$ cat config.mk
export PLATFORM = sky130hd
export DESIGN_NAME = voice_mix_sequencer_flat
export DESIGN_NICKNAME = d
export VERILOG_FILES = /design/src/rtl/voice_mix_if.sv /design/src/rtl/voice_mix_sequencer.sv /design/src/flat_wrapper.sv
export SDC_FILE = /design/constraint.sdc
export NUM_CORES = 1
export LEC_CHECK = 0
export BUFFER_PORTS_ARGS = -buffer_cell sky130_fd_sc_hd__buf_2
export CORE_MARGIN = 1
export CORE_UTILIZATION = 55
export CTS_CLUSTER_SIZE = 10
export DETAILED_ROUTE_END_ITERATION = 12
export PLACE_DENSITY = 0.78
export SETUP_SLACK_MARGIN = 0.02
export SYNTH_ARGS = -nofsm -noshare
export SYNTH_HDL_FRONTEND = slang
export SYNTH_SLANG_ARGS = --single-unit
$ cat constraint.sdc
create_clock -name clk37 -period 7.9 [get_ports clk37]
set_input_delay 0.79 -clock clk37 [delete_from_list [all_inputs] [get_ports clk37]]
set_output_delay 0.79 -clock clk37 [all_outputs]
set_load 0.01 [all_outputs]
$ cat src/rtl/voice_mix_if.sv
// Frame/config bus between the voice bank, the gain configuration port and the mix sequencer.
// The master side drives frames and gain writes; the slave side returns the mixed sample and status.
`timescale 1ns/1ps
interface voice_mix_if #(
  parameter int NUM_VOICES = 6,
  parameter int SAMPLE_W   = 16,
  parameter int GAIN_W     = 8
);
  localparam int ADDR_W = $clog2(NUM_VOICES);

  logic [NUM_VOICES*SAMPLE_W-1:0] voice_smp;
  logic                           sample_ready;
  logic                           cfg_we;
  logic [ADDR_W-1:0]              cfg_addr;
  logic [GAIN_W-1:0]              cfg_gain;
  logic signed [SAMPLE_W-1:0]     mix_out;
  logic                           mix_valid;
  logic                           clip;
  logic                           overrun;
  logic                           busy;

  modport master (
    output voice_smp, sample_ready, cfg_we, cfg_addr, cfg_gain,
    input  mix_out, mix_valid, clip, overrun, busy
  );

  modport slave (
    input  voice_smp, sample_ready, cfg_we, cfg_addr, cfg_gain,
    output mix_out, mix_valid, clip, overrun, busy
  );
endinterface

$ cat src/rtl/voice_mix_sequencer.sv
// Per-frame voice mixer: snapshots all voices and gains on sample_ready, then time-shares one
// signed multiplier across the voices, accumulates, shifts and saturates to a mono sample.
`timescale 1ns/1ps
module voice_mix_sequencer #(
  parameter int NUM_VOICES = 6,
  parameter int SAMPLE_W   = 16,
  parameter int GAIN_W     = 8,
  parameter int SHIFT      = 7,
  parameter int GAIN_RESET = 16
) (
  input  logic         clk37,
  input  logic         rst_n,
  voice_mix_if.slave   bus
);

  localparam int ADDR_W = $clog2(NUM_VOICES);
  localparam int PROD_W = SAMPLE_W + GAIN_W + 1;
  localparam int ACC_W  = PROD_W + ADDR_W;

  localparam logic [ADDR_W-1:0]       LAST_IDX = ADDR_W'(NUM_VOICES - 1);
  localparam logic signed [ACC_W-1:0] SAT_MAX  = ACC_W'((2 ** (SAMPLE_W - 1)) - 1);
  localparam logic signed [ACC_W-1:0] SAT_MIN  = ~SAT_MAX;

  typedef enum logic [1:0] {
    ST_IDLE,
    ST_MAC,
    ST_DRAIN,
    ST_OUT
  } state_e;

  state_e                     state_q, state_d;
  logic [ADDR_W-1:0]          idx_q, idx_d;
  logic signed [ACC_W-1:0]    acc_q, acc_d;
  logic signed [PROD_W-1:0]   prod_q, prod_d;
  logic signed [SAMPLE_W-1:0] snap_q [NUM_VOICES];
  logic signed [SAMPLE_W-1:0] snap_d [NUM_VOICES];
  logic [GAIN_W-1:0]          gsnap_q [NUM_VOICES];
  logic [GAIN_W-1:0]          gsnap_d [NUM_VOICES];
  logic [GAIN_W-1:0]          gain_q [NUM_VOICES];
  logic [GAIN_W-1:0]          gain_d [NUM_VOICES];
  logic signed [SAMPLE_W-1:0] mix_out_q, mix_out_d;
  logic                       mix_valid_q, mix_valid_d;
  logic                       clip_q, clip_d;

  logic signed [ACC_W-1:0]    acc_shr;
  logic                       sat_hi;
  logic                       sat_lo;
  logic signed [SAMPLE_W-1:0] sat_val;

  // Arithmetic shift floors toward -inf; the guard bits keep the compare exact.
  assign acc_shr = acc_q >>> SHIFT;
  assign sat_hi  = (acc_shr > SAT_MAX);
  assign sat_lo  = (acc_shr < SAT_MIN);

  always_comb begin
    if (sat_hi) begin
      sat_val = SAT_MAX[SAMPLE_W-1:0];
    end else if (sat_lo) begin
      sat_val = SAT_MIN[SAMPLE_W-1:0];
    end else begin
      sat_val = acc_shr[SAMPLE_W-1:0];
    end
  end

  // Gain table accepts writes in every state; out-of-range addresses are dropped.
  always_comb begin
    // NOTE: every combinational output gets a default first so no path can infer a latch.
    gain_d = gain_q;
    if (bus.cfg_we && (bus.cfg_addr <= LAST_IDX)) begin
      gain_d[bus.cfg_addr] = bus.cfg_gain;
    end
  end

  always_comb begin
    state_d     = state_q;
    idx_d       = idx_q;
    acc_d       = acc_q;
    prod_d      = prod_q;
    snap_d      = snap_q;
    gsnap_d     = gsnap_q;
    mix_out_d   = mix_out_q;
    mix_valid_d = 1'b0;
    clip_d      = 1'b0;

    unique case (state_q)
      ST_IDLE: begin
        if (bus.sample_ready) begin
          // The snapshot takes gain_q, so a write on this same edge lands in the next frame.
          for (int i = 0; i < NUM_VOICES; i++) begin
            snap_d[i] = bus.voice_smp[i*SAMPLE_W +: SAMPLE_W];
          end
          gsnap_d = gain_q;
          acc_d   = '0;
          idx_d   = '0;
          state_d = ST_MAC;
        end
      end

      ST_MAC: begin
        prod_d = PROD_W'(snap_q[idx_q]) * PROD_W'($signed({1'b0, gsnap_q[idx_q]}));
        if (idx_q != '0) begin
          acc_d = acc_q + ACC_W'(prod_q);
        end
        if (idx_q == LAST_IDX) begin
          state_d = ST_DRAIN;
        end else begin
          idx_d = idx_q + ADDR_W'(1);
        end
      end

      ST_DRAIN: begin
        acc_d   = acc_q + ACC_W'(prod_q);
        state_d = ST_OUT;
      end

      ST_OUT: begin
        mix_out_d   = sat_val;
        mix_valid_d = 1'b1;
        clip_d      = sat_hi | sat_lo;
        state_d     = ST_IDLE;
      end

      default: state_d = ST_IDLE;
    endcase
  end

  // NOTE: the gain table and frame snapshots are reset explicitly because the mix after reset
  // must come from known gains; they are plain flops, not a RAM macro.
  always_ff @(posedge clk37 or negedge rst_n) begin
    if (!rst_n) begin
      // NOTE: sequential state uses non-blocking assignments so all flops update together.
      state_q     <= ST_IDLE;
      idx_q       <= '0;
      acc_q       <= '0;
      prod_q      <= '0;
      mix_out_q   <= '0;
      mix_valid_q <= 1'b0;
      clip_q      <= 1'b0;
      for (int i = 0; i < NUM_VOICES; i++) begin
        snap_q[i]  <= '0;
        gsnap_q[i] <= '0;
        gain_q[i]  <= GAIN_W'(GAIN_RESET);
      end
    end else begin
      state_q     <= state_d;
      idx_q       <= idx_d;
      acc_q       <= acc_d;
      prod_q      <= prod_d;
      mix_out_q   <= mix_out_d;
      mix_valid_q <= mix_valid_d;
      clip_q      <= clip_d;
      snap_q      <= snap_d;
      gsnap_q     <= gsnap_d;
      gain_q      <= gain_d;
    end
  end

  assign bus.mix_out   = mix_out_q;
  assign bus.mix_valid = mix_valid_q;
  assign bus.clip      = clip_q;
  assign bus.busy      = (state_q != ST_IDLE);
  // A strobe arriving mid-frame is dropped; flag it in the cycle it arrives.
  assign bus.overrun   = bus.sample_ready && (state_q != ST_IDLE);

endmodule

$ cat src/flat_wrapper.sv
// flat-port wrapper written by rule: the top's interface ports become plain ports
module voice_mix_sequencer_flat 
#(
  parameter int NUM_VOICES = 6,
  parameter int SAMPLE_W   = 16,
  parameter int GAIN_W     = 8,
  parameter int SHIFT      = 7,
  parameter int GAIN_RESET = 16
)
  (clk37, rst_n, bus_voice_smp, bus_sample_ready, bus_cfg_we, bus_cfg_addr, bus_cfg_gain, bus_mix_out, bus_mix_valid, bus_clip, bus_overrun, bus_busy);
  voice_mix_if #(.NUM_VOICES(NUM_VOICES), .SAMPLE_W(SAMPLE_W), .GAIN_W(GAIN_W)) bus_i ();
  input  logic clk37;
  input  logic rst_n;
  input wire logic [$bits(bus_i.voice_smp)-1:0] bus_voice_smp;
  input wire logic [$bits(bus_i.sample_ready)-1:0] bus_sample_ready;
  input wire logic [$bits(bus_i.cfg_we)-1:0] bus_cfg_we;
  input wire logic [$bits(bus_i.cfg_addr)-1:0] bus_cfg_addr;
  input wire logic [$bits(bus_i.cfg_gain)-1:0] bus_cfg_gain;
  output wire logic [$bits(bus_i.mix_out)-1:0] bus_mix_out;
  output wire logic [$bits(bus_i.mix_valid)-1:0] bus_mix_valid;
  output wire logic [$bits(bus_i.clip)-1:0] bus_clip;
  output wire logic [$bits(bus_i.overrun)-1:0] bus_overrun;
  output wire logic [$bits(bus_i.busy)-1:0] bus_busy;
  assign bus_i.voice_smp = bus_voice_smp;
  assign bus_i.sample_ready = bus_sample_ready;
  assign bus_i.cfg_we = bus_cfg_we;
  assign bus_i.cfg_addr = bus_cfg_addr;
  assign bus_i.cfg_gain = bus_cfg_gain;
  assign bus_mix_out = bus_i.mix_out;
  assign bus_mix_valid = bus_i.mix_valid;
  assign bus_clip = bus_i.clip;
  assign bus_overrun = bus_i.overrun;
  assign bus_busy = bus_i.busy;
  voice_mix_sequencer #(.NUM_VOICES(NUM_VOICES), .SAMPLE_W(SAMPLE_W), .GAIN_W(GAIN_W), .SHIFT(SHIFT), .GAIN_RESET(GAIN_RESET)) u_core (.clk37(clk37), .rst_n(rst_n), .bus(bus_i));
endmodule
==> Yosys cells after proc, flatten, opt, wreduce, memory -nomap -nowiden <==
Cells that the tools add are included.
{ "word_totals": {"register_bits": 268} }
{ "op_classes": {"n_addsub": 2, "mul": 1, "order_cmp": 6, "n_eq_ne": 8, "mux": 22, "n_bitwise": 3, "reduce_logical": 12} }
{ "ops": {"columns": ["op", "n"], "rows": [
  ["one-hot mux 28 bit (3 select lines)", 1],
  ["two-way mux 16 bit", 4],
  ["two-way mux 28 bit", 2],
  ["binary-select mux 16 bit (select 3 bit)", 1],
  ["bitwise mux 48 bit", 1],
  ["adder 28 x 25 -> 28 bit", 1],
  ["multiplier 16 x 9 -> 25 bit", 1],
  ["binary-select mux 8 bit (select 3 bit)", 1],
  ["demux 8 bit (select 3 bit)", 1],
  ["two-way mux 8 bit", 3],
  ["greater-than comparator 21 x 16 -> 1 bit (second input constant)", 1],
  ["< comparator 21 x 16 -> 1 bit (second input constant)", 1],
  ["greater-or-equal comparator 4 bit (second input constant)", 2],
  ["NOT 3 -> 4 bit", 2],
  ["one-hot mux 2 bit (4 select lines)", 1],
  ["two-way mux 3 bit", 2],
  ["one-hot mux 3 bit (2 select lines)", 1],
  ["AND reduction 3 bit", 2],
  ["nonzero test 3 bit", 2],
  ["== test 2 bit (second input constant)", 2],
  ["< comparator 4 x 1 -> 1 bit (second input constant)", 1],
  ["two-way mux 2 bit", 2],
  ["inequality test 2 x 1 -> 1 bit (second input constant)", 2],
  ["inequality test 2 bit (second input constant)", 2],
  ["10 further kinds", 15]
]} }

==> Longest topological paths before layout <==
Gate-level depths: netlist (run 1).
{ "logic_depth": {"ltp_word": 6, "depth_mapped": 26, "ltp_nobuf": 23} }

==> Worst setup path before layout (run 1) <==
Ideal clock, no wire load.
{ "synth_path": {"path_kind": "register to register", "startpoint": "register u_core.idx_q[0]", "endpoint": "register u_core.prod_q[21]", "setup_time_ns": 0.116, "arrival_ns": 6.017, "required_time_ns": 7.784, "setup_slack_ns": 1.767, "path_stages_with_launch": 22, "n_path_buf": 3, "path_cell_list": "dfrtp_1 > buf_2 > buf_2 > mux4_2 > a21oi_1 > clkbuf_1 > nor2_1 > fa_1 > inv_1 > fa_1 > fa_1 > fa_1 > inv_1 > ha_1 > a21o_1 > a21o_1 > a21oi_1 > o21ai_0 > and3_1 > or3_1 > a21o_1 > o311ai_0"} }
{ "synth_via": {"elab_chain_len": 5, "word_cells_on_any_way": 8, "classes_between": "mul: 1; mux: 6; bitwise: 1"} }
{ "synth_lines": {"columns": ["item", "line_no", "source"], "rows": [
  ["start, declared", "voice_mix_sequencer.sv:32", "logic [ADDR_W-1:0] idx_q, idx_d;"],
  ["start signal, assigned", "voice_mix_sequencer.sv:146", "idx_q <= idx_d;"],
  ["NOT 3 -> 4 bit (not written as such) *", "voice_mix_sequencer.sv:100", "prod_d = PROD_W'(snap_q[idx_q]) * PROD_W'($signed({1'b0, gsnap_q[idx_q]}));"],
  ["binary-select mux 16 bit (select 3 bit) or binary-select mux 8 bit (select 3 bit) (tied branches)", "voice_mix_sequencer.sv:100", null],
  ["two-way mux 16 bit (not written as such) or two-way mux 8 bit (tied branches) (2 in series)", "voice_mix_sequencer.sv:100", null],
  ["multiplier 16 x 9 -> 25 bit *", "voice_mix_sequencer.sv:100", null],
  ["end signal, assigned", "voice_mix_sequencer.sv:148", "prod_q <= prod_d;"],
  ["end, declared", "voice_mix_sequencer.sv:34", "logic signed [PROD_W-1:0] prod_q, prod_d;"]
]} }
Every way passes the cells marked *; elsewhere a longest branch is shown, timed or not. The select of a mux whose other input is x is not followed.
A chain may end at the register's enable or synchronous reset.

==> Worst setup path in the final report (run 1) <==
{ "layout_path": {"startpoint": "register u_core.idx_q[0]", "endpoint": "register u_core.prod_q[19]"} }
The elaborated chain is that of the path after synthesis.

==> results.rst, run 1 <==
.. list-table::
   :header-rows: 1

   * - Metric
     - Value
   * - DR DRC count
     - 10
   * - Clock tree from TritonCTS
     - done
   * - Sum Neg Setup Slack
     - 0 ns
   * - Share of synthesized flip-flops with an asynchronous set or reset
     - 1.00
   * - R2R Setup Slk
     - 0.91 ns
   * - Total track usage
     - 0.250
   * - Path type of the worst setup path
     - reg -> reg
   * - Failing checks
     - design-rule violations
   * - CTS max path bufs
     - 3
   * - Data required time at the worst endpoint
     - 8.31 ns
   * - Synth Cell Area
     - 0.0172 mm²
   * - Total vias in the final route
     - 11900
   * - Row count
     - 64
   * - Unique masters post-synth
     - 68
   * - Worst path cell trace
     - mux4_2, a21oi_1, nor2_1, fa_1, inv_1, fa_1, fa_1, fa_1, inv_1, ha_1, a21o_1, a21o_1, a21oi_1, o21ai_0, and3_1, o31a_1, o21a_1, o31ai_1
   * - Most numerous cell in the Yosys netlist
     - sky130_fd_sc_hd__dfrtp_1
   * - Die area
     - 0.0321 mm²
   * - Die outline height
     - 179 µm
   * - Synthesis-to-layout area growth
     - 11.9%
   * - Clock-pin slew on the worst setup and hold paths
     - 0.06 ns
   * - Setup fix buffers added after clock tree synthesis
     - 0
   * - Number of synthesized flops with an enable pin
     - 0
   * - Final net count
     - 1984
   * - DP HPWL
     - 27100 µm
   * - List of most frequent post-synthesis cells
     - sky130_fd_sc_hd__dfrtp_1 (262), sky130_fd_sc_hd__mux2_2 (209), sky130_fd_sc_hd__inv_1 (179)
   * - Unrepaired setup endpoints after global routing
     - false
   * - Count of buffers inserted at the top-level ports
     - 130
   * - Count of endpoints failing hold in the final timing report
     - 0
   * - # IOs
     - 131
   * - Synth Area per Inst
     - 11.0 µm²
   * - Maximum single-stage delay on the critical path
     - 0.95 ns
   * - Count of endpoints failing setup in the final report
     - 0
   * - Top area cells in the synthesized netlist
     - sky130_fd_sc_hd__dfrtp_1 (38%), sky130_fd_sc_hd__mux2_2 (14%), sky130_fd_sc_hd__fa_1 (12%)
   * - Sequential area share after synthesis
     - 0.389
   * - Portion of synthesized cell area occupied by the leading cell type
     - 0.380
   * - Post-route clock period utilization
     - 0.885
   * - Inserted Clock Buffers
     - 34
   * - Max Clock Skew
     - 0.0257 ns
   * - CTS resizes
     - 0
   * - Startpoint type of the worst setup path
     - register
   * - # placed instances
     - 2045
   * - Combined buffer and inverter count along the critical path
     - 2
   * - Pin count of the biggest net entering global routing
     - 128
   * - Number of synthesized register bits
     - 268
   * - HP Class
     - in -> async
   * - Max-Cap Viols
     - 0
   * - Most frequent cell on the critical path
     - sky130_fd_sc_hd__fa_1
   * - Critical-path cell with the highest stage delay
     - sky130_fd_sc_hd__a21oi_1
   * - Post-layout minimum cycle time
     - 6.99 ns
   * - Non-Filler Instances
     - 2103
   * - CP max FO
     - 38
   * - Number of warning messages in the yosys log
     - 0
   * - Top FF cell, synth
     - sky130_fd_sc_hd__dfrtp_1
   * - CTS H-tree lvls
     - 2
   * - Place WS
     - 0.968 ns
   * - Pre-antenna DRT Iters
     - 9
   * - Total wirelength of the detailed-routed design
     - 37200 µm
   * - Master cell of the clock root buffer
     - sky130_fd_sc_hd__clkbuf_16
   * - Wire length of the first global-routing pass
     - 62900 µm
   * - Largest area contributor in the synthesized netlist
     - sky130_fd_sc_hd__dfrtp_1
   * - Run status
     - finished with violations
   * - Vias in the first global route
     - 12600
   * - Initial antenna violation count
     - 5
   * - Iteration-0 DRC count of the detailed router
     - 707
   * - CTS Sinks
     - 268
   * - Top achievable clock speed
     - 143 MHz
   * - Average via count per standard cell
     - 5.66
   * - Max Transition Viols Final
     - 0
   * - Clock latency on the worst-skew pair
     - 0.54 ns
   * - Critical Path Sink Type
     - register
   * - Data arrival time of the worst path
     - 7.41 ns
   * - Antenna Violating Nets Remaining
     - 0
   * - Transition time at the pin with the least slew margin
     - 1.27 ns
   * - Hold-fix buffer count after cts
     - 0
   * - Fraction of layout cells with a size suffix above 1
     - 0.262
   * - Area inside the core boundary
     - 0.0307 mm²
   * - Placer's final routability congestion estimate
     - 0.911
   * - Wirelength per Cell
     - 17.7 µm
   * - Horizontal die dimension
     - 179 µm
   * - Number of standard cells after synthesis
     - 1568
   * - Starting density of the core
     - 0.561
   * - Max transition margin
     - 0.151
   * - GR Overflow Total
     - 0
   * - Family with the most delay on the worst path
     - adder cells
   * - Net Count, Synth
     - 1867
   * - Post-route worst setup slack
     - 0.905 ns
## cells by family (layout without fill, tap and decap cells)
family / Yosys count / after routing / share of synthesized area
AND/OR/NAND/NOR: 330 / 330 / 0.0832
flip-flops: 268 / 268 / 0.389
multiplexers: 259 / 259 / 0.183
buffers and inverters: 246 / 383 / 0.0542
AO/OA/AOI/OAI: 240 / 240 / 0.0901
adder cells (fa/ha/maj): 188 / 188 / 0.181
XOR/XNOR: 37 / 37 / 0.0188
other: 0 / 2 / 0
## layout by cell type (no fill, tap or decap), types with 6 or more instances in the layout
master,count
sky130_fd_sc_hd__dfrtp_1,261
sky130_fd_sc_hd__mux2_2,209
sky130_fd_sc_hd__inv_1,179
sky130_fd_sc_hd__nor2_1,132
sky130_fd_sc_hd__buf_2,129
sky130_fd_sc_hd__nand2_1,117
sky130_fd_sc_hd__fa_1,103
sky130_fd_sc_hd__ha_1,85
sky130_fd_sc_hd__a21oi_1,78
sky130_fd_sc_hd__o21ai_0,41
sky130_fd_sc_hd__a21o_1,38
sky130_fd_sc_hd__clkbuf_16,34
sky130_fd_sc_hd__mux2i_1,26
sky130_fd_sc_hd__mux4_2,24
sky130_fd_sc_hd__xnor2_1,20
sky130_fd_sc_hd__xor2_1,17
sky130_fd_sc_hd__buf_4,17
sky130_fd_sc_hd__nor3_1,15
sky130_fd_sc_hd__clkbuf_1,14
sky130_fd_sc_hd__nand2b_1,12
sky130_fd_sc_hd__nand3_1,9
sky130_fd_sc_hd__a31oi_1,9
sky130_fd_sc_hd__nor2b_1,8
sky130_fd_sc_hd__a211oi_1,8
sky130_fd_sc_hd__o21ai_1,7
sky130_fd_sc_hd__nand4_1,7
sky130_fd_sc_hd__o31ai_1,7
sky130_fd_sc_hd__o21bai_1,7
sky130_fd_sc_hd__or2_2,6
sky130_fd_sc_hd__o211ai_1,6
sky130_fd_sc_hd__o21a_1,6
sky130_fd_sc_hd__dfstp_2,6
## layer usage
layer,global-route usage,share of wire
met4,0.0960,0.034
met1,0.313,0.42
met5,0,0.0013
met2,0.426,0.49
met3,0.0488,0.052
## worst reg2reg max path: cells and delay by family, from the launching register on
| family | cells | cell delay, ns |
|---|---|---|
| DFF | 1 | 0.91 |
| and+or+nand+nor | 2 | 0.43 |
| buffers and inverters | 2 | 0.10 |
| adders and majority gates | 5 | 2.46 |
| muxes | 1 | 0.60 |
| AOI/OAI and AO/OA | 8 | 2.39 |
## flip-flops by register name, indices dropped and copies added, names as in the netlist
signal / cells
u_core.gsnap_q: 48
u_core.bus.mix_valid: 1
u_core.acc_q: 28
u_core.state_q: 2
u_core.bus.mix_out: 16
u_core.idx_q: 3
u_core.prod_q: 25
u_core.gain_q: 48
u_core.snap_q: 96
u_core.bus.clip: 1
## cell type report
cell class / count / area (µm²)
fill: 2402 / 11500
multi-input combinational: 1054 / 9600
sequential: 268 / 6720
clock buffer: 50 / 931
timing repair buffer: 147 / 788
inverter: 180 / 676
tap: 396 / 495
clock inverter: 6 / 80.1
antenna: 2 / 5.00
## path summary, 6_finish.rpt
path,startpoint,end,cells past startpoint
hold / removal,rst_n,u_core.snap_q[9]$_DFFE_PN0P_,1
max in group asynchronous,rst_n,u_core.acc_q[8]$_DFFE_PN0P_,2
setup reg to reg,u_core.idx_q[0]$_DFFE_PN0P_,u_core.prod_q[19]$_DFFE_PN0P_,18
hold reg to reg,u_core.acc_q[2]$_DFFE_PN0P_,u_core.acc_q[2]$_DFFE_PN0P_,2
min in group clk37,u_core.acc_q[2]$_DFFE_PN0P_,u_core.acc_q[2]$_DFFE_PN0P_,2
setup / recovery,u_core.idx_q[0]$_DFFE_PN0P_,u_core.prod_q[19]$_DFFE_PN0P_,18
## stage by stage
step	hold WS (ns)	utilization	instance area, µm²
5_1_grt	0.436	0.627	19300
2_1_floorplan	0.447	-	17200
6_report	0.321	0.627	19300
3_5_place_dp	0.479	0.594	18300
3_3_place_gp	0.464	0.594	18300
4_1_cts	0.382	0.627	19300
Power of run 1 is left out: the tool's default activity adds up to more than one toggle a clock period on the data nets, which glitch-free logic cannot reach.
==> inputs of run 2 (changes only) <==
- CORE_UTILIZATION: 55 -> 45
- PLACE_DENSITY: 0.78 -> 0.67
==> run 2 against run 1 <==
The flow now finishes without violations. First-iteration DRC count is 30% lower. Die area is 22% higher. Global-route usage is 5.1 points lower. Register-to-register slack better by 0.21 ns. Cell count is 5.2% higher. Flip-flop and latch count stayed put. Count of clock-buffer cells in the layout is 6 lower. Fmax is 3.0% higher. Worst setup slack better by 0.21 ns. Critical path depth stayed put. Clock skew is 0.0073 ns lower. Highest routed layer unchanged.
==> results.rst, run 2 (same netlist as run 1, synthesis figures left out) <==
.. list-table::
   :header-rows: 1

   * - Metric
     - Value
   * - Run status
     - finished clean
   * - GR Overflow Total
     - 0
   * - Iteration-0 DRC count of the detailed router
     - 496
   * - Initial antenna violation count
     - 7
   * - Pin count of the biggest net entering global routing
     - 130
   * - Origin of the critical flop-to-flop path
     - u_core.idx_q[0]$_DFFE_PN0P_
   * - Registers with the most flip-flops
     - u_core.snap_q x96, u_core.gain_q x48, u_core.gsnap_q x48
   * - Wire length of the first global-routing pass
     - 62200 µm
   * - Setup fix buffers added after clock tree synthesis
     - 0
   * - Inserted Clock Buffers
     - 34
   * - Antenna Violating Nets Remaining
     - 0
   * - DP HPWL
     - 26900 µm
   * - Clock-pin slew on the worst setup and hold paths
     - 0.06 ns
   * - End-of-flow core utilization
     - 0.516
   * - HP Class
     - in -> async
   * - Unrepaired setup endpoints after global routing
     - false
   * - Biggest register
     - u_core.snap_q
   * - Critical Path Sink Type
     - register
   * - Transition time at the pin with the least slew margin
     - 1.21 ns
   * - Die area
     - 0.0391 mm²
   * - Final net count
     - 1984
   * - Synthesis-to-layout area growth
     - 12.7%
   * - Max FFs per register
     - 96
   * - Post-layout minimum cycle time
     - 6.79 ns
   * - Wirelength per Cell
     - 16.6 µm
   * - Sum Neg Setup Slack
     - 0 ns
   * - Placer's final routability congestion estimate
     - 0.893
   * - Number of fill cells in the layout
     - 3383
   * - Count of endpoints failing hold in the final timing report
     - 0
   * - Area used by sequential logic in the layout
     - 0.00672 mm²
   * - Clock latency on the worst-skew pair
     - 0.55 ns
   * - Max transition margin
     - 0.192
   * - Post-route clock period utilization
     - 0.859
   * - # IOs
     - 131
   * - Horizontal die dimension
     - 198 µm
   * - Max Transition Viols Final
     - 0
   * - Total vias in the final route
     - 11700
   * - Top library cells by usage in the layout, fill and taps aside
     - sky130_fd_sc_hd__dfrtp_1 (261), sky130_fd_sc_hd__mux2_2 (209), sky130_fd_sc_hd__inv_1 (179)
   * - Hold-fix buffer count after cts
     - 0
   * - Max Clock Skew
     - 0.0184 ns
   * - Most common cell after layout, fill and taps aside
     - sky130_fd_sc_hd__dfrtp_1
   * - R2R Setup Slk
     - 1.11 ns
   * - CTS H-tree lvls
     - 2
   * - Pre-antenna DRT Iters
     - 5
   * - Max-Cap Viols
     - 0
   * - Data required time at the worst endpoint
     - 8.32 ns
   * - Total wirelength of the detailed-routed design
     - 36700 µm
   * - CP max FO
     - 39
   * - CTS max path bufs
     - 3
   * - CTS Sinks
     - 268
   * - Vias in the first global route
     - 12400
   * - Area of combinational cells with multiple inputs
     - 0.00960 mm²
   * - Path type of the worst setup path
     - reg -> reg
   * - Data arrival time of the worst path
     - 7.21 ns
   * - CTS resizes
     - 0
   * - Start point of the critical path
     - u_core.idx_q[0]$_DFFE_PN0P_
   * - Die outline height
     - 198 µm
   * - Top achievable clock speed
     - 147 MHz
   * - DR DRC count
     - 0
   * - Count of endpoints failing setup in the final report
     - 0
   * - Total track usage
     - 0.199
   * - Count of buffers inserted at the top-level ports
     - 130
   * - Master cell of the clock root buffer
     - sky130_fd_sc_hd__clkbuf_16
   * - Fraction of layout cells with a size suffix above 1
     - 0.264
   * - Startpoint type of the worst setup path
     - register
   * - Area inside the core boundary
     - 0.0377 mm²
   * - Row count
     - 71
   * - Starting density of the core
     - 0.458
   * - Average via count per standard cell
     - 5.28
   * - Clock tree from TritonCTS
     - done
==> run 2: cell types whose count changed in the layout (fill, tap and decap cells not counted), sizes merged <==
cell,delta
clkinvlp,+1
clkbuf,-6
clkinv,+1
inv,-1
==> run 2: per-stage QoR <==
step                setup WS, ns  hold WS (ns)  instance area [µm²]  std cells
finish                      1.11         0.257                19400       2213
global route               0.564         0.324                19400       2212
CTS                         1.08         0.286                19400       2211
detailed placement          1.09         0.478                18400       2160
global placement            1.20         0.468                18400       2160
floorplan                   1.77         0.447                17200       1568
==> run 2: worst max-delay path, cell delays in order (launching register included) <==
cell and delay (ns):
sky130_fd_sc_hd__dfrtp_4 0.89, sky130_fd_sc_hd__buf_4 0.41, sky130_fd_sc_hd__mux4_2 0.55, sky130_fd_sc_hd__a21oi_1 0.54
sky130_fd_sc_hd__nor2_1 0.14, sky130_fd_sc_hd__fa_1 0.48, sky130_fd_sc_hd__fa_1 0.54, sky130_fd_sc_hd__inv_1 0.05
sky130_fd_sc_hd__fa_1 0.46, sky130_fd_sc_hd__fa_1 0.54, sky130_fd_sc_hd__inv_1 0.04, sky130_fd_sc_hd__ha_1 0.34
sky130_fd_sc_hd__a21o_1 0.24, sky130_fd_sc_hd__a2111oi_4 0.47, sky130_fd_sc_hd__o311a_2 0.26, sky130_fd_sc_hd__o21ai_2 0.09
sky130_fd_sc_hd__a41oi_2 0.21, sky130_fd_sc_hd__xnor2_1 0.08, sky130_fd_sc_hd__mux2_2 0.26
==> run 2: cell type report <==
class                           count  share of cell area
Timing Repair Buffer              147              0.0412
Antenna cell                        2            0.000258
Clock buffer                       44              0.0467
Inverter                          180              0.0348
Multi-Input combinational cell   1054               0.494
Tap cell                          511              0.0329
Sequential cell                   268               0.346
Clock inverter                      7             0.00431
==> run 2: layer usage <==
metal,wire length [µm],share of wire,GRT usage
met1,16800,0.46,0.263
met2,17000,0.46,0.324
met3,1820,0.050,0.0412
met4,996,0.027,0.0692
met5,34,0.00093,0
==> run 2: path summary, 6_finish.rpt <==
check | cells after the start | to
worst min register to register | 2 | u_core.acc_q[4]$_DFFE_PN0P_
worst min-delay path | 1 | u_core.acc_q[5]$_DFFE_PN0P_
worst max register to register | 18 | u_core.prod_q[22]$_DFFE_PN0P_
max in group asynchronous | 2 | u_core.idx_q[0]$_DFFE_PN0P_
min in group clk37 | 2 | u_core.snap_q[95]$_DFFE_PN0P_
worst max-delay path | 18 | u_core.prod_q[22]$_DFFE_PN0P_
Power of run 2 is left out for the same reason.
==> inputs of run 3 (changes only) <==
- clock period: 7.9 -> 8.62 ns (I/O delays scaled with it)
==> run 3 against run 2 <==
Die area unchanged. Hold slack improved by 0.13 ns. Core utilization increased by 0.060 points. Sequential share of layout area about the same. Register-to-register slack improved by 0.81 ns. Fmax increased by 1.4%. Global-route usage decreased by 0.13 points. Worst setup slack improved by 0.81 ns. Flip-flop and latch count unchanged. Cell count decreased by 0.14%. Routed wire length decreased by 0.42%. Via count decreased by 1.1%. Critical path type unchanged.
==> results.rst, run 3 (same netlist as run 1, synthesis figures left out) <==
.. list-table::
   :header-rows: 1

   * - Metric
     - Value
   * - Biggest register
     - u_core.snap_q
   * - Top achievable clock speed
     - 149 MHz
   * - Count of buffers inserted at the top-level ports
     - 130
   * - Count of endpoints failing setup in the final report
     - 0
   * - Synthesis-to-layout area growth
     - 12.9%
   * - Iteration-0 DRC count of the detailed router
     - 666
   * - Vias in the first global route
     - 12300
   * - Clock latency on the worst-skew pair
     - 0.54 ns
   * - Master cell of the clock root buffer
     - sky130_fd_sc_hd__clkbuf_16
   * - # IOs
     - 131
   * - Starting density of the core
     - 0.458
   * - Initial antenna violation count
     - 3
   * - Area inside the core boundary
     - 0.0377 mm²
   * - Die outline height
     - 198 µm
   * - Top library cells by usage in the layout, fill and taps aside
     - sky130_fd_sc_hd__dfrtp_1 (261), sky130_fd_sc_hd__mux2_2 (209), sky130_fd_sc_hd__inv_1 (179)
   * - Post-route worst setup slack
     - 1.93 ns
   * - DR DRC count
     - 0
   * - Wirelength per Cell
     - 16.5 µm
   * - Wire length of the first global-routing pass
     - 61700 µm
   * - Total track usage
     - 0.197
   * - Startpoint type of the worst setup path
     - register
   * - CTS max path bufs
     - 3
   * - Post-route clock period utilization
     - 0.777
   * - R2R Setup Slk
     - 1.93 ns
   * - Critical-path cell with the highest stage delay
     - sky130_fd_sc_hd__o21ai_1
   * - Sum Neg Setup Slack
     - 0 ns
   * - Clock tree from TritonCTS
     - done
   * - Path type of the worst setup path
     - reg -> reg
   * - Max transition margin
     - 0.185
   * - Max Transition Viols Final
     - 0
   * - Run status
     - finished clean
   * - Post-route design area
     - 0.0195 mm²
   * - Final net count
     - 1981
   * - Most common cell after layout, fill and taps aside
     - sky130_fd_sc_hd__dfrtp_1
   * - Die area
     - 0.0391 mm²
   * - Total vias in the final route
     - 11500
   * - Pre-antenna DRT Iters
     - 5
   * - Most frequent cell on the critical path
     - sky130_fd_sc_hd__fa_1
   * - Registers with the most flip-flops
     - u_core.snap_q x96, u_core.gain_q x48, u_core.gsnap_q x48
   * - Place WS
     - 1.94 ns
   * - Worst path cell trace
     - nand2_1, o21ai_1, nand2b_1, fa_1, inv_1, fa_1, inv_1, fa_1, fa_1, inv_1, ha_1, a21o_1, a21o_1, a21oi_1, o21ai_0, and3_1, nor3_1, nor2_1, o311ai_0
   * - CTS resizes
     - 0
   * - Max-Cap Viols
     - 0
   * - Final hold slack
     - 0.388 ns
   * - CP max FO
     - 24
   * - Maximum single-stage delay on the critical path
     - 1.12 ns
   * - Family with the most delay on the worst path
     - adder cells
   * - Setup fix buffers added after clock tree synthesis
     - 0
   * - Antenna cell count
     - 0
   * - CTS H-tree lvls
     - 2
   * - Horizontal die dimension
     - 198 µm
   * - Critical Path Sink Type
     - register
   * - Count of endpoints failing hold in the final timing report
     - 0
   * - Max Clock Skew
     - 0.0216 ns
   * - GR Overflow Total
     - 0
   * - Post-place instance area
     - 0.0184 mm²
   * - CTS Sinks
     - 268
   * - Data required time at the worst endpoint
     - 9.04 ns
   * - Clock-pin slew on the worst setup and hold paths
     - 0.06 ns
   * - Antenna Violating Nets Remaining
     - 0
   * - Fraction of layout cells with a size suffix above 1
     - 0.262
   * - Placer's final routability congestion estimate
     - 0.919
   * - HP Class
     - in -> async
   * - Inserted Clock Buffers
     - 34
   * - Max FFs per register
     - 96
   * - Row count
     - 71
   * - Hold-fix buffer count after cts
     - 0
   * - Total wirelength of the detailed-routed design
     - 36500 µm
   * - Pin count of the biggest net entering global routing
     - 155
   * - DP HPWL
     - 26800 µm
   * - Unrepaired setup endpoints after global routing
     - false
   * - Transition time at the pin with the least slew margin
     - 1.22 ns
   * - Average via count per standard cell
     - 5.23
   * - Post-layout minimum cycle time
     - 6.69 ns
   * - Data arrival time of the worst path
     - 7.11 ns
   * - Combined buffer and inverter count along the critical path
     - 3
[run 3: cell type report]
type / instances / area, µm²
Sequential cell: 268 / 6720
Clock buffer: 47 / 941
Timing Repair Buffer: 144 / 778
Multi-Input combinational cell: 1054 / 9600
Inverter: 180 / 676
Fill cell: 3370 / 18200
Tap cell: 511 / 639
Clock inverter: 6 / 101
[run 3: path summary, 6_finish.rpt]
kind,startpoint,cells after the start,endpoint
worst max-delay path,u_core.idx_q[2]$_DFFE_PN0P_,19,u_core.prod_q[23]$_DFFE_PN0P_
worst min-delay path,rst_n,1,u_core.bus.mix_out[1]$_DFFE_PN0P_
worst max register to register,u_core.idx_q[2]$_DFFE_PN0P_,19,u_core.prod_q[23]$_DFFE_PN0P_
worst min register to register,u_core.acc_q[4]$_DFFE_PN0P_,2,u_core.acc_q[4]$_DFFE_PN0P_
max in group asynchronous,rst_n,2,u_core.gsnap_q[28]$_DFFE_PN0P_
min in group clk37,u_core.acc_q[4]$_DFFE_PN0P_,2,u_core.acc_q[4]$_DFFE_PN0P_
[run 3: worst reg2reg max path, delay by kind of cell (launching register included)]
family	cells	cell delay, ns
DFF	1	0.43
and+or+nand+nor	5	1.34
AOI/OAI and AO/OA	6	2.24
adders and majority gates	5	2.43
buffers and inverters	3	0.15
[run 3: routing by layer]
metal | GRT usage | vias to the layer above | wire length (µm)
li1 | - | 5554 | -
met1 | 0.262 | 5711 | 17000
met5 | 0 | - | 23
met2 | 0.326 | 225 | 17000
met4 | 0.0514 | 4 | 649
met3 | 0.0438 | 55 | 1830
[run 3: metrics by stage]
stage	instances	util
6_report	2210	0.517
5_1_grt	2210	0.517
4_1_cts	2210	0.517
3_5_place_dp	2157	0.489
3_3_place_gp	2157	0.489
2_1_floorplan	1568	-
Power of run 3 is left out for the same reason.
